--- src/rtl/fell_mon_pkg.sv ---
// Shared definitions for the falling-edge response monitor.
//   WINDOW_DEF / CNT_W_DEF : default response window and counter width
//   sat_add                : add with clamp to the all-ones value of a w-bit counter
//   popcnt                 : number of set bits in a vector (up to 32 bits)
package fell_mon_pkg;

  localparam int WINDOW_DEF = 1;
  localparam int CNT_W_DEF  = 16;

  // The sum is formed one bit wider than the counter so the carry out is
  // visible, then clamped to 2^w-1. Valid for w in 1..32.
  function automatic logic [31:0] sat_add(input logic [31:0] cnt,
                                          input logic [31:0] inc,
                                          input int unsigned w);
    logic [32:0] sum;
    logic [32:0] lim;
    sum = {1'b0, cnt} + {1'b0, inc};
    lim = (33'd1 << w) - 33'd1;
    return (sum > lim) ? lim[31:0] : sum[31:0];
  endfunction

  function automatic logic [31:0] popcnt(input logic [31:0] vec);
    logic [31:0] c;
    c = '0;
    for (int i = 0; i < 32; i++) begin
      c = c + {31'b0, vec[i]};
    end
    return c;
  endfunction

endpackage

--- src/rtl/fell_resp_monitor_fall_detect.sv ---
// Falling-edge detector for the antecedent signal.
//   clk, rst : clock and synchronous active-high reset
//   en       : qualifies the detected fall (history flop tracks d regardless)
//   d        : signal being watched
//   fell     : high in the cycle d is sampled low after having been sampled high
module fall_detect (
  input  logic clk,
  input  logic rst,
  input  logic en,
  input  logic d,
  output logic fell
);

  logic a_q;

  // Clearing the history to 0 means a signal that is already low when reset
  // is released never looks like a fall.
  always_ff @(posedge clk) begin
    if (rst) begin
      a_q <= 1'b0;
    end else begin
      a_q <= d;
    end
  end

  assign fell = a_q & ~d & en;

endmodule

--- src/rtl/fell_resp_monitor.sv ---
// In-design checker for "every fall of sig_a is followed by sig_b high within
// WINDOW cycles (the fall cycle itself counts as cycle 0)". Each fall opens an
// independent attempt, so overlapping attempts are tracked individually.
//   clk, rst   : clock, synchronous active-high reset
//   en         : allows new attempts to open; open attempts always resolve
//   clr        : clears counters and err_sticky
//   sig_a      : antecedent (its falling edge opens an attempt)
//   sig_b      : consequent (closes every open attempt as passed)
//   pass_pulse : one-cycle pulse, at least one attempt passed last cycle
//   fail_pulse : one-cycle pulse, an attempt expired last cycle
//   pass_cnt   : saturating count of passed attempts
//   fail_cnt   : saturating count of failed attempts
//   pending    : at least one attempt still open
//   err_sticky : set by any failure, cleared by clr or rst
module fell_resp_monitor
  import fell_mon_pkg::*;
#(
  parameter int WINDOW = WINDOW_DEF,
  parameter int CNT_W  = CNT_W_DEF
) (
  input  logic             clk,
  input  logic             rst,
  input  logic             en,
  input  logic             clr,
  input  logic             sig_a,
  input  logic             sig_b,
  output logic             pass_pulse,
  output logic             fail_pulse,
  output logic [CNT_W-1:0] pass_cnt,
  output logic [CNT_W-1:0] fail_cnt,
  output logic             pending,
  output logic             err_sticky
);

  // With WINDOW=0 no attempt survives its first cycle; a 1-bit vector that
  // never loads anything is kept so the datapath needs no special casing.
  localparam int PW = (WINDOW > 0) ? WINDOW : 1;

  logic             fell;
  logic [PW-1:0]    p_q, p_d;
  logic [31:0]      npass;
  logic             nfail;

  logic             pass_pulse_q, pass_pulse_d;
  logic             fail_pulse_q, fail_pulse_d;
  logic [CNT_W-1:0] pass_cnt_q, pass_cnt_d;
  logic [CNT_W-1:0] fail_cnt_q, fail_cnt_d;
  logic             pending_q, pending_d;
  logic             err_q, err_d;

  fall_detect u_fall_detect (
    .clk  (clk),
    .rst  (rst),
    .en   (en),
    .d    (sig_a),
    .fell (fell)
  );

  // p_q[i] is an attempt opened i+1 cycles ago. sig_b closes all of them at
  // once; otherwise they age by one and the oldest one expires.
  always_comb begin
    npass = '0;
    nfail = 1'b0;
    p_d   = p_q;
    if (sig_b) begin
      npass = popcnt(32'(p_q)) + 32'(fell);
      p_d   = '0;
    end else if (WINDOW == 0) begin
      nfail = fell;
      p_d   = '0;
    end else begin
      nfail = p_q[PW-1];
      p_d   = (p_q << 1) | PW'(fell);
    end
  end

  // A clear coincident with a result keeps that result's contribution.
  always_comb begin
    pass_pulse_d = (npass != 32'd0);
    fail_pulse_d = nfail;
    pass_cnt_d   = CNT_W'(sat_add(clr ? 32'd0 : 32'(pass_cnt_q), npass, CNT_W));
    fail_cnt_d   = CNT_W'(sat_add(clr ? 32'd0 : 32'(fail_cnt_q), 32'(nfail), CNT_W));
    err_d        = (err_q & ~clr) | nfail;
    pending_d    = (|p_d) | (fell & ~sig_b & (WINDOW > 0));
  end

  // Reset drops open attempts without reporting them.
  always_ff @(posedge clk) begin
    if (rst) begin
      p_q          <= '0;
      pass_pulse_q <= 1'b0;
      fail_pulse_q <= 1'b0;
      pass_cnt_q   <= '0;
      fail_cnt_q   <= '0;
      pending_q    <= 1'b0;
      err_q        <= 1'b0;
    end else begin
      p_q          <= p_d;
      pass_pulse_q <= pass_pulse_d;
      fail_pulse_q <= fail_pulse_d;
      pass_cnt_q   <= pass_cnt_d;
      fail_cnt_q   <= fail_cnt_d;
      pending_q    <= pending_d;
      err_q        <= err_d;
    end
  end

  assign pass_pulse = pass_pulse_q;
  assign fail_pulse = fail_pulse_q;
  assign pass_cnt   = pass_cnt_q;
  assign fail_cnt   = fail_cnt_q;
  assign pending    = pending_q;
  assign err_sticky = err_q;

endmodule

--- config.mk ---
export PLATFORM = sky130hd
export DESIGN_NAME = fell_resp_monitor
export DESIGN_NICKNAME = d
export VERILOG_FILES = /design/src/rtl/fell_mon_pkg.sv /design/src/rtl/fell_resp_monitor_fall_detect.sv /design/src/rtl/fell_resp_monitor.sv
export SDC_FILE = /design/constraint.sdc
export NUM_CORES = 1
export LEC_CHECK = 0
export CAP_MARGIN = 20
export CORE_ASPECT_RATIO = 0.75
export CORE_MARGIN = 2
export CORE_UTILIZATION = 45
export CTS_CLUSTER_DIAMETER = 150
export DETAILED_ROUTE_END_ITERATION = 8
export GPL_ROUTABILITY_DRIVEN = 0
export HOLD_SLACK_MARGIN = 0.1
export PLACE_DENSITY = 0.76
export SLEW_MARGIN = 20
export SYNTH_ARGS = -nofsm -noshare
export SYNTH_HDL_FRONTEND = slang
export SYNTH_SLANG_ARGS = --single-unit
--- constraint.sdc ---
create_clock -name clk -period 2.4 [get_ports clk]
set_input_delay 0.36 -clock clk [delete_from_list [all_inputs] [get_ports clk]]
set_output_delay 0.36 -clock clk [all_outputs]
set_load 0.005 [all_outputs]
After elaboration in Yosys (flattened, before gate mapping)
Index checks and enable logic that the tools add are counted.

$add $sub $neg: 3. Order comparisons: 2. Multiplexer cells: 7. Bitwise logic cells: 9. Reduce and logical (&&, ||, !) cells: 1.

Operators with widths (count): 16-bit 2-to-1 mux (4); 17-bit by 16-bit > comparator with 1-bit output, second input constant (2); 32-bit nonzero test (1); 16-bit by 1-bit adder with 17-bit output (1); 16-bit by 2-bit adder with 17-bit output (1); 1-bit AND (4); 1-bit NOT (3); 1-bit by 1-bit adder with 2-bit output (1); 1-bit 2-to-1 mux (2); 2-bit 2-to-1 mux (1); 1-bit OR (2).

Register bits after elaboration: 38. Bits of input ports: 6.

Longest topological paths before layout
Depth in word-level cells: 8. Mapped depth: 10. Mapped depth without buffers: 10.

Modules after synthesis
Synthesis repeated with hierarchy kept, for this count alone.

Cell total of the unflattened synthesis: 224. Area, all modules: 2000.7 µm².

By module, submodules not included: fell_resp_monitor (times used 1, cells each 221, area an instance 1965.6 µm², seq. area each 720.7 µm²); fall_detect (times used 1, cells each 3, area an instance 35.0 µm², seq. area each 20.0 µm²).

Least setup slack after synthesis
OpenSTA, ideal clock, no wires.

Path kind: input -> register. Start point: input port clr. End point: register fail_cnt_q[15] (netlist: fail_cnt[15]). Setup time: 116 ps. Data arrival time: 2345 ps. Data required time: 2284 ps. Slack: -61 ps. Stages: 9. Path buffers: 2. Cell sequence: clkbuf_1 > clkbuf_1 > nor2b_1 > ha_1 > ha_1 > nand3_1 > nor4_2 > or4_1 > o211a_1.

Word-level cells in the longest chain between the ends: 4.

Ends and longest elaborated chain: from (decl) (line fell_resp_monitor.sv:24) `input logic clr,`; 16-bit 2-to-1 mux (*) (line fell_resp_monitor.sv:82) `fail_cnt_d = CNT_W'(sat_add(clr ? 32'd0 : 32'(fail_cnt_q), 32'(nfail), CNT_W));`; 16-bit by 1-bit adder with 17-bit output (*) (line fell_mon_pkg.sv:17) `sum = {1'b0, cnt} + {1'b0, inc};`; 17-bit by 16-bit > comparator with 1-bit output (line fell_mon_pkg.sv:19) `return (sum > lim) ? lim[31:0] : sum[31:0];`; 16-bit 2-to-1 mux (*) (line fell_mon_pkg.sv:19); to (signal assigned) (line fell_resp_monitor.sv:102) `fail_cnt_q <= fail_cnt_d;`; to (decl) (line fell_resp_monitor.sv:47) `logic [CNT_W-1:0] fail_cnt_q, fail_cnt_d;`.

Every way passes the cells marked *; elsewhere a longest branch is shown, timed or not. A chain may end at the register's enable or synchronous reset.

Worst setup path after layout
Start point: input port sig_b. End point: register fail_cnt_q[1] (netlist: fail_cnt[1]).

Word-level cells in the longest chain between the ends: 4.

Ends and longest elaborated chain: from (decl) (line fell_resp_monitor.sv:26) `input logic sig_b,`; 1-bit 2-to-1 mux (*) (line fell_resp_monitor.sv:65) `if (sig_b) begin`; named net fail_pulse_d (line fell_resp_monitor.sv:45) `logic fail_pulse_q, fail_pulse_d;`; 16-bit by 1-bit adder with 17-bit output (*) (line fell_mon_pkg.sv:17); 17-bit by 16-bit > comparator with 1-bit output (line fell_mon_pkg.sv:19); 16-bit 2-to-1 mux (*) (line fell_mon_pkg.sv:19).

The timed path passes the listed nets; every way through them passes the cells marked *.

==> impl_metrics.tcl <==
set metrics [dict create \
    outcome "complete, no violations" \
    report.final.hold_viol_count 0 \
    synth_fa_ha_area_share_pct 4.25 \
    wl_met3_um 325 \
    synth_compound_gate_area_share_pct 18.7 \
    finalPower_w 0.00115 \
    setup.worst_path.end_class "flop" \
    worst_slew_margin_rel_pct 72.7 \
    number_of_buffers_on_the_longest_clock_path 2 \
    routedLengthMet1_um 2470 \
    mappedNetlistNets 241 \
    required_ns 2.63 \
    max_cap_viol_count 0 \
    start_util_pct 47.3 \
    core_region_area_mm2 0.00410 \
    timing.fmax_ghz 0.436 \
    slew_violations 0 \
    met2_layer_wire_length_in_the_routed_design_um 2280 \
    final_cell_mix "sky130_fd_sc_hd__clkdlybuf4s50_1, sky130_fd_sc_hd__dfxtp_1, sky130_fd_sc_hd__buf_4, sky130_fd_sc_hd__nand2_1, sky130_fd_sc_hd__a21oi_1" \
    fin_nets 307 \
    synthFlopType "sky130_fd_sc_hd__dfxtp_1" \
    antenna_found_initial 0 \
    final_skew_ns 0.00885 \
    routed.top_layer "met4" \
    synth.lib_cells_used.distinct 51 \
    grt_first_pass_wirelength_um 8220 \
    final_antenna_net_count 0 \
    worst_skew_pair.late_latency_ns 0.29 \
    worst_hold_startpoint "sig_a" \
    cts_inserted_buffers 5 \
    yosys.area_share.xor_xnor_pct 3.61 \
    dp.final_hpwl_um 3500 \
    clock_sink_count 37 \
    min-delay-path-class "in -> reg" \
    synth_top_area_cell "sky130_fd_sc_hd__dfxtp_1" \
    synth-async-reset-ratio_pct 0 \
    worst_setup_hold_path_clk_slew_ns 0.08 \
    die_area_mm2 0.00486 \
    critical_path.startpoint "sig_b" \
    vias_per_cell 5.55 \
    rr_startpoint "u_fall_detect.a_q" \
    number_of_global_route_vias_before_repair 1745 \
    num_io_pins 42 \
    htree_num_levels 2 \
    root_buffer "sky130_fd_sc_hd__clkbuf_8" \
    routed_wirelength_normalized_by_instance_count_um 14.6 \
    grt-ovfl-total 0 \
    drt_pre_antenna_iters 4 \
    area_grow_syn2layout_pct 45.0 \
    synth_top_cell_area_share_pct 38.1 \
    totalWireLength_um 5130 \
    share_of_cells_above_drive_strength_1_pct 22.0 \
    total_setup_violations_reported_at_the_end_of_the_flow 0 \
    drt_iter0_markers 130 \
    synth_top_family_by_area "simple AND/OR/NAND/NOR gates" \
    synthCells 229 \
    syn_area_mm2 0.00194 \
    edff_count_synth 0 \
    muxShareOfSynthArea_pct 1.03 \
    die-height_um 60.9 \
    critical_path_class "in -> reg" \
    synth-simple-area-share_pct 29.8 \
    place.port_buffers 41 \
    power_density_relative_to_cell_area_mw_per_mm2 407 \
    via_count 1949 \
    synth.avg_cell_area_um2 8.48 \
    timing.critical_path.from_type "primary input" \
    die_w_um 79.9 \
    cp_max_fo 6 \
    p_leak_nw 1.04 \
    number_of_storage_elements_in_the_synthesis_netlist 37 \
    synth_seq_area_share_pct 38.1 \
    grt_max_degree 22 \
    drc 0 \
    timing.final.crit_share_pct 95.6 \
    period_minus_slack_ns 2.29 \
    cts_tree "built" \
    finalInstanceArea_mm2 0.00282 \
    timing.setup.tns_ns 0 \
    synth.top_cells.by_area "sky130_fd_sc_hd__dfxtp_1, sky130_fd_sc_hd__a21oi_1, sky130_fd_sc_hd__nand3_1, sky130_fd_sc_hd__ha_1, sky130_fd_sc_hd__xnor2_1" \
    vdd.ir_drop.worst_mv 0.294 \
    placement.cell_area_mm2 0.00257 \
    global_route.usage.total_pct 21.5 \
    rows 20 \
    layout.cells.most_common "sky130_fd_sc_hd__clkdlybuf4s50_1" \
    cts_hold_repair.buffers 0 \
    synthesis.yosys.warnings 0 \
    crit_arrival_ns 2.53 \
    insertedDiodeCount 0 \
    max_slew.worst_pin.slew_ns 0.409 \
]
-- final timing paths --
| check | to | slack [ns] | cells past startpoint |
|---|---|---|---|
| setup / recovery | fail_cnt[1] | 0.11 | 11 |
| hold / removal | p_q | 0.32 | 2 |
| setup reg to reg | pass_cnt[8] | 0.22 | 11 |
| hold reg to reg | err_sticky | 0.48 | 2 |
-- flip-flops by register name, summed over array words and instances, names as in the netlist --
| signal | flops |
|---|---|
| fail_cnt | 16 |
| pass_cnt | 16 |
| err_sticky | 1 |
| fail_pulse | 1 |
| p_q | 1 |
| pass_pulse | 1 |
| u_fall_detect.a_q | 1 |
-- cells in the mapped netlist (all sizes together) (3+ instances only) --
library cell and instances:
dfxtp 37, a21oi 21, nand2 14, nand3 14
nor3 11, inv 10, nor2 10, o21ai 10
nor2b 9, clkbuf 8, xnor2 7, a31oi 6
nand4 6, and3 5, ha 5, nor4 5
a211oi 4, nor3b 4, o21a 4, and2 3
buf 3, or2 3, or3 3
-- worst max-delay path, stage by stage --
cell and delay, ns:
sky130_fd_sc_hd__clkdlybuf4s50_1 0.46, sky130_fd_sc_hd__nand2b_4 0.17, sky130_fd_sc_hd__inv_1 0.06, sky130_fd_sc_hd__ha_2 0.20
sky130_fd_sc_hd__ha_4 0.15, sky130_fd_sc_hd__nand3_2 0.12, sky130_fd_sc_hd__nor4_4 0.33, sky130_fd_sc_hd__buf_4 0.16
sky130_fd_sc_hd__nand4_1 0.16, sky130_fd_sc_hd__buf_2 0.23, sky130_fd_sc_hd__a21oi_2 0.13
-- repair_timing --
item | in CTS | in global routing
pin swaps | 1 | 10
gates resized for setup | 4 | 26
cloned | 0 | 1
buffers inserted | 0 | 1
setup endpoints to repair | 11 | 21
-- report_power, final --
part / switching [W] / internal, W
clock: 0.000240 / 0.000233
sequential: 0.000000978 / 0.000615
combinational: 0.0000324 / 0.0000243
total: 0.000274 / 0.000872
-- cell type report --
type	count	area (µm²)
Clock buffer	6	82.6
Inverter	10	37.5
Sequential cell	37	741
Clock inverter	2	13.8
Tap cell	55	68.8
Fill cell	318	1290
Timing Repair Buffer	70	644
Multi-Input combinational cell	171	1230
-- metal layers --
metal	up-vias	track usage [%]
li1	973	-
met1	896	30.2
met2	73	33.9
met3	7	4.46
met4	0	6.54
met5	-	0
-- through the flow --
stage	setup WS [ns]	util, %	hold WS (ns)	std cells
CTS	0.00228	65.5	0.483	349
detailed placement	-0.376	62.7	0.473	341
floorplan	0.0253	-	0.425	229
finish	0.106	68.6	0.320	351
global route	-0.00209	68.6	0.326	351
global placement	-0.305	62.7	0.464	341
-- cell families after synthesis --
| group | count (synthesis) |
|---|---|
| xor gates and xnor gates | 8 |
| DFF | 37 |
| and+or+nand+nor | 99 |
| buffers and inverters | 21 |
| AOI/OAI and AO/OA | 56 |
| adders and majority gates | 6 |
| muxes | 2 |
No activity file was read; power rests on OpenSTA's default activity.
